## src/rtl/burst_ram_pkg.sv

```systemverilog
// Shared types and constants for the BurstRAM two-port arbiter.
package burst_ram_pkg;

  typedef enum logic [1:0] {
    IDLE     = 2'd0,
    GRANT    = 2'd1,
    WR_BURST = 2'd2,
    RD_WAIT  = 2'd3
  } state_e;

  localparam int BURST_WORD_BITS     = 64;
  localparam int DEFAULT_BURST_COUNT = 4;
  localparam int BR_MASK_BITS        = BURST_WORD_BITS / 8;

endpackage

```

## src/rtl/rr_pick2.sv

```systemverilog
// Two-way round-robin pick: a lone requester wins, a tie goes to the one
// that did not own the previous burst.
module rr_pick2 (
  input  logic [1:0] req_i,
  input  logic       last_i,
  output logic       winner_o,
  output logic       any_o
);

  always_comb begin
    any_o = |req_i;
    if (&req_i) begin
      winner_o = ~last_i;
    end else begin
      winner_o = req_i[1];
    end
  end

endmodule

```

## src/rtl/burst_ram_arbiter.sv

```systemverilog
// Shares one BurstRAM command/data port between two requesters, granting
// whole bursts in round-robin order and holding the grant until the burst ends.
module burst_ram_arbiter
  import burst_ram_pkg::*;
#(
  parameter int RAM_DEPTH_BITWIDTH = 4,
  parameter int BURST_COUNT        = DEFAULT_BURST_COUNT
) (
  input  logic                          clk,
  input  logic                          rst,
  // Handshake: a requester raises mX_req with cmd/addr (and write beat 0)
  // stable and keeps them until the single-cycle mX_gnt pulse; the command is
  // issued to BurstRAM in that same cycle. Write beats advance one cycle after
  // each mX_wr_beat; read beats are qualified by mX_rd_valid.
  input  logic                          m0_req,
  input  logic                          m0_cmd,
  input  logic [RAM_DEPTH_BITWIDTH-1:0] m0_addr,
  input  logic [BURST_WORD_BITS-1:0]    m0_wr_data,
  output logic                          m0_gnt,
  output logic                          m0_wr_beat,
  output logic                          m0_rd_valid,
  input  logic                          m1_req,
  input  logic                          m1_cmd,
  input  logic [RAM_DEPTH_BITWIDTH-1:0] m1_addr,
  input  logic [BURST_WORD_BITS-1:0]    m1_wr_data,
  output logic                          m1_gnt,
  output logic                          m1_wr_beat,
  output logic                          m1_rd_valid,
  output logic [BURST_WORD_BITS-1:0]    rd_data,
  output logic                          br_cmd,
  output logic                          br_cmd_en,
  output logic [RAM_DEPTH_BITWIDTH-1:0] br_addr,
  output logic [BURST_WORD_BITS-1:0]    br_wr_data,
  output logic [BR_MASK_BITS-1:0]       br_data_mask,
  input  logic [BURST_WORD_BITS-1:0]    br_rd_data,
  input  logic                          br_rd_data_valid,
  input  logic                          br_init_calib,
  input  logic                          br_busy,
  output logic [1:0]                    dbg_state
);

  localparam int              CNT_W     = $clog2(BURST_COUNT) + 1;
  localparam logic [CNT_W-1:0] LAST_BEAT = CNT_W'(BURST_COUNT - 1);

  state_e                      state_q, state_d;
  logic                        owner_q, owner_d;
  logic                        last_q, last_d;
  logic [CNT_W-1:0]            beat_cnt_q, beat_cnt_d;
  logic                        pick_winner, pick_any;
  logic                        own_cmd;
  logic [RAM_DEPTH_BITWIDTH-1:0] own_addr;
  logic [BURST_WORD_BITS-1:0]  own_wr_data;
  logic [1:0]                  gnt, wr_beat, rd_valid;

  rr_pick2 u_pick (
    .req_i   ({m1_req, m0_req}),
    .last_i  (last_q),
    .winner_o(pick_winner),
    .any_o   (pick_any)
  );

  assign own_cmd     = owner_q ? m1_cmd     : m0_cmd;
  assign own_addr    = owner_q ? m1_addr    : m0_addr;
  assign own_wr_data = owner_q ? m1_wr_data : m0_wr_data;

  always_ff @(posedge clk or posedge rst) begin
    if (rst) begin
      state_q    <= IDLE;
      owner_q    <= 1'b0;
      last_q     <= 1'b1;
      beat_cnt_q <= '0;
    end else begin
      state_q    <= state_d;
      owner_q    <= owner_d;
      last_q     <= last_d;
      beat_cnt_q <= beat_cnt_d;
    end
  end

  always_comb begin
    state_d    = state_q;
    owner_d    = owner_q;
    last_d     = last_q;
    beat_cnt_d = beat_cnt_q;
    br_cmd_en  = 1'b0;
    br_cmd     = 1'b0;
    br_addr    = '0;
    br_wr_data = '0;
    gnt        = 2'b00;
    wr_beat    = 2'b00;
    rd_valid   = 2'b00;
    case (state_q)
      IDLE: begin
        // BurstRAM readiness is re-checked here before every grant.
        if (br_init_calib && !br_busy && pick_any) begin
          owner_d = pick_winner;
          state_d = GRANT;
        end
      end
      GRANT: begin
        br_cmd_en    = 1'b1;
        br_cmd       = own_cmd;
        br_addr      = own_addr;
        br_wr_data   = own_wr_data;
        gnt[owner_q] = 1'b1;
        last_d       = owner_q;
        if (own_cmd) begin
          wr_beat[owner_q] = 1'b1;
          beat_cnt_d       = CNT_W'(1);
          state_d          = WR_BURST;
        end else begin
          beat_cnt_d = '0;
          state_d    = RD_WAIT;
        end
      end
      WR_BURST: begin
        br_wr_data       = own_wr_data;
        wr_beat[owner_q] = 1'b1;
        beat_cnt_d       = beat_cnt_q + CNT_W'(1);
        if (beat_cnt_q == LAST_BEAT) begin
          beat_cnt_d = '0;
          state_d    = IDLE;
        end
      end
      RD_WAIT: begin
        rd_valid[owner_q] = br_rd_data_valid;
        if (br_rd_data_valid) begin
          beat_cnt_d = beat_cnt_q + CNT_W'(1);
          if (beat_cnt_q == LAST_BEAT) begin
            beat_cnt_d = '0;
            state_d    = IDLE;
          end
        end
      end
      default: state_d = IDLE;
    endcase
  end

  assign m0_gnt       = gnt[0];
  assign m1_gnt       = gnt[1];
  assign m0_wr_beat   = wr_beat[0];
  assign m1_wr_beat   = wr_beat[1];
  assign m0_rd_valid  = rd_valid[0];
  assign m1_rd_valid  = rd_valid[1];
  assign rd_data      = br_rd_data;
  assign br_data_mask = '0;
  assign dbg_state    = state_q;

endmodule

```

## config.mk

```make
export PLATFORM = sky130hd
export DESIGN_NAME = burst_ram_arbiter
export DESIGN_NICKNAME = d
export VERILOG_FILES = /design/src/rtl/burst_ram_pkg.sv /design/src/rtl/rr_pick2.sv /design/src/rtl/burst_ram_arbiter.sv
export SDC_FILE = /design/constraint.sdc
export NUM_CORES = 1
export LEC_CHECK = 0
export CAP_MARGIN = 15
export CORE_AREA = 2 2 140 142
export DETAILED_ROUTE_END_ITERATION = 10
export DIE_AREA = 0 0 142 144
export SLEW_MARGIN = 40
export SYNTH_ARGS = -nofsm -noshare
export SYNTH_HDL_FRONTEND = slang
export SYNTH_HIERARCHICAL = 1
export SYNTH_SLANG_ARGS = --single-unit
```

## constraint.sdc

```tcl
create_clock -name clk -period 2.2 [get_ports clk]
set_input_delay 0.22 -clock clk [delete_from_list [all_inputs] [get_ports clk]]
set_output_delay 0.22 -clock clk [all_outputs]
set_load 0.02 [all_outputs]
```

==> metrics.cfg <==
[synth]
synth_area_sq_um=2240
synth-compound-area-share_pct=2.91
synth.area.mux_share_pct=33.3
synth_top_area_share_pct=31.3
yosysTopAreaCell=mux2i_1
synth_top_family_by_area=multiplexers
synth_area_per_cell_sq_um=8.05
synthAdderAreaFrac_pct=3.35
synth.area.top_cells=mux2i_1 31%, buf_4 25%, nor2b_1 20%, dfrtp_1 6.7%, ha_1 3.4%
synth-seq-area-share_pct=7.88
ys_seq_elements=7
yosysUniqueCellTypes=28
yosysWarnings=6
synth_xor_area_share_pct=0
syn_inst=278
yosys.area_share.simple_pct=23.6

[floorplan]
die_w_microns=142
num_rows=51
core_area_sq_um=19100
start_util_pct=11.7
die_area_sq_um=20400
dieHeight_microns=144
num_io_pins=359

[sta]
timing.final.ws_setup_ns=0.0895
finalCriticalPeriod_ns=2.11
final_max_slew_viol_count=0
period_share_pct=95.9
timing.hold.ws_ns=0.243
setup_viol=0
clock_skew_ns=0.00135
finalHoldViolations=0
fmax_mhz=474
rsz0062_at_grt=true

[pwr]
switching_share_pct=50.3
power.internal_mw=2.67
power.leakage_nw=1.83
power.share.clock_pct=5.8
p_switching_mw=2.71
cellPowerDensity_nw_per_um2=1270
pwr-share-seq_pct=4.5
pwr-share-comb_pct=89.7
total_power_mw=5.38
peakVddDrop_uv=507

[clocking]
clk_pin_slew_ns=0.04
post_cts_buffers=0
clock-sinks=7
cts-root-buf=clkbuf_16
insertion_delay_ns=0.23
clk_path_buf_depth=2
cts_tree=yes
htree_levels=1
cts_buffers=3
hold_buffers=0

[final_layout]
num_antenna_cells=0
final_area_sq_um=4220
syn_to_final_growth_pct=88.7
fin_util_pct=22.1
final_layout_size_suffix_gt1_share_pct=8.86
final_common_cell=clkdlybuf4s50_1
nets=645
layout_common_cells=153 x clkdlybuf4s50_1, 70 x mux2i_1, 69 x nor2b_1, 32 x dlygate4sd2_1, 18 x clkbuf_2

[run_status]
status=complete, no violations

[worst_hold_path]
hp-class=input port to asynchronous set/reset pin

[drt]
wirelength_microns=8890
drtIter0Drc=45
avgViaCountPerCell=3.46
dr.pass1.iters=4
wl_per_cell_microns=13.3
drc=0
antenna_left=0
num_vias=2311

[global_routing]
grt_pass1_vias=2133
grt_pass1_wl_microns=12000
grt_max_degree=45
track_usage_pct=7.50
antenna_found_initial=0
overflow=0

[setup_path]
rrSetupSlack_ns=0.34
path_max_fanout=44
worstPathRequired_ns=1.98
crit_type=flop to output port
critPathArrivalTime_ns=1.89
startpoint_type=flop
critPathCaptureType=output port

[run]
max_cap_viol_count=0

[placement]
port_buffers=222
place_ws_ns=0.0784
placed_area_sq_um=4250
routabilityCongestion=0.680
dpl.hpwl_microns=7510

==> synth_stat cells <==
cell and number:
a21oi_1 3, dfrtp_1 6, nand2_1 2, mux2_1 1, buf_2 4, and3_1 1, ha_1 6, o21ai_0 2
clkbuf_1 9, nor3b_1 1, nand2b_1 2, mux2i_1 70, o211ai_1 1, nand3b_1 2, inv_1 5, mux2_2 3
dfstp_2 1, nand4b_1 1, conb_1 1, a21boi_1 1, and2_1 2, o2111ai_1 1, a222oi_1 1, or2_1 1
nor2b_1 70, buf_4 76, a31oi_1 1, nor2_1 4
==> registers in the layout, indices dropped and copies added (netlist names) <==
| register | cells |
|---|---|
| owner_q | 1 |
| dbg_state | 2 |
| last_q | 1 |
| beat_cnt_q | 3 |
==> cell type report <==
cell class	count	area (sq um)
Inverter	5	18.8
Clock buffer	4	78.8
Sequential cell	7	180
Tap cell	238	298
Fill cell	2121	14900
Multi-Input combinational cell	184	1460
Timing Repair Buffer	229	2190
==> per-layer routing <==
layer | up-vias | global-route usage (%) | part of all wire, % | routed length, microns
met5 | - | 0 | 0 | 0
met4 | 0 | 2.63 | 2.9 | 256
met3 | 31 | 3.58 | 13 | 1190
met2 | 167 | 13.1 | 49 | 4360
met1 | 974 | 7.90 | 35 | 3080
li1 | 1139 | - | - | -
==> through the flow <==
step | instances | setup TNS (ns)
floorplan | 285 | 0
global placement | 663 | 0
detailed placement | 663 | 0
CTS | 667 | 0
finish | 667 | 0
global route | 667 | -0.0198
==> repair_timing <==
action | CTS | global route
cloned | 0 | 0
endpoints found under the setup margin | 70 | 10
gates resized for setup | 66 | 57
==> critical path: stages (launching register included) <==
cell and delay [ns]:
dfrtp_1 0.44, inv_1 0.13, ha_2 0.38, buf_12 0.19
nor2b_1 0.16, clkdlybuf4s15_1 0.32
==> power groups by stage <==
stage,clock network [mW],logic (mW),registers (mW)
floorplan,0,3.20,0.242
global placement,0,5.44,0.240
detailed placement,0,5.45,0.241
CTS,0.322,4.90,0.240
global route,0.333,5.21,0.255
finish,0.312,4.83,0.244
==> logic make-up after synthesis <==
| logic type | count (synthesis) |
|---|---|
| simple gates | 86 |
| mux | 74 |
| buf+inv | 94 |
| fa+ha+maj | 6 |
| flops | 7 |
| other cells | 1 |
| compound gates | 10 |
==> final timing paths <==
path	startpoint	end	cells after the start
max reg2reg	dbg_state[0]	dbg_state[1]	4
max	dbg_state[0]	br_wr_data[44]	5
min	rst	owner_q	2
max in group asynchronous	rst	last_q	2
min in group clk	br_rd_data[16]	rd_data[16]	0
min reg2reg	beat_cnt_q[2]	beat_cnt_q[2]	1
No activity file was read; power rests on OpenSTA's default activity.
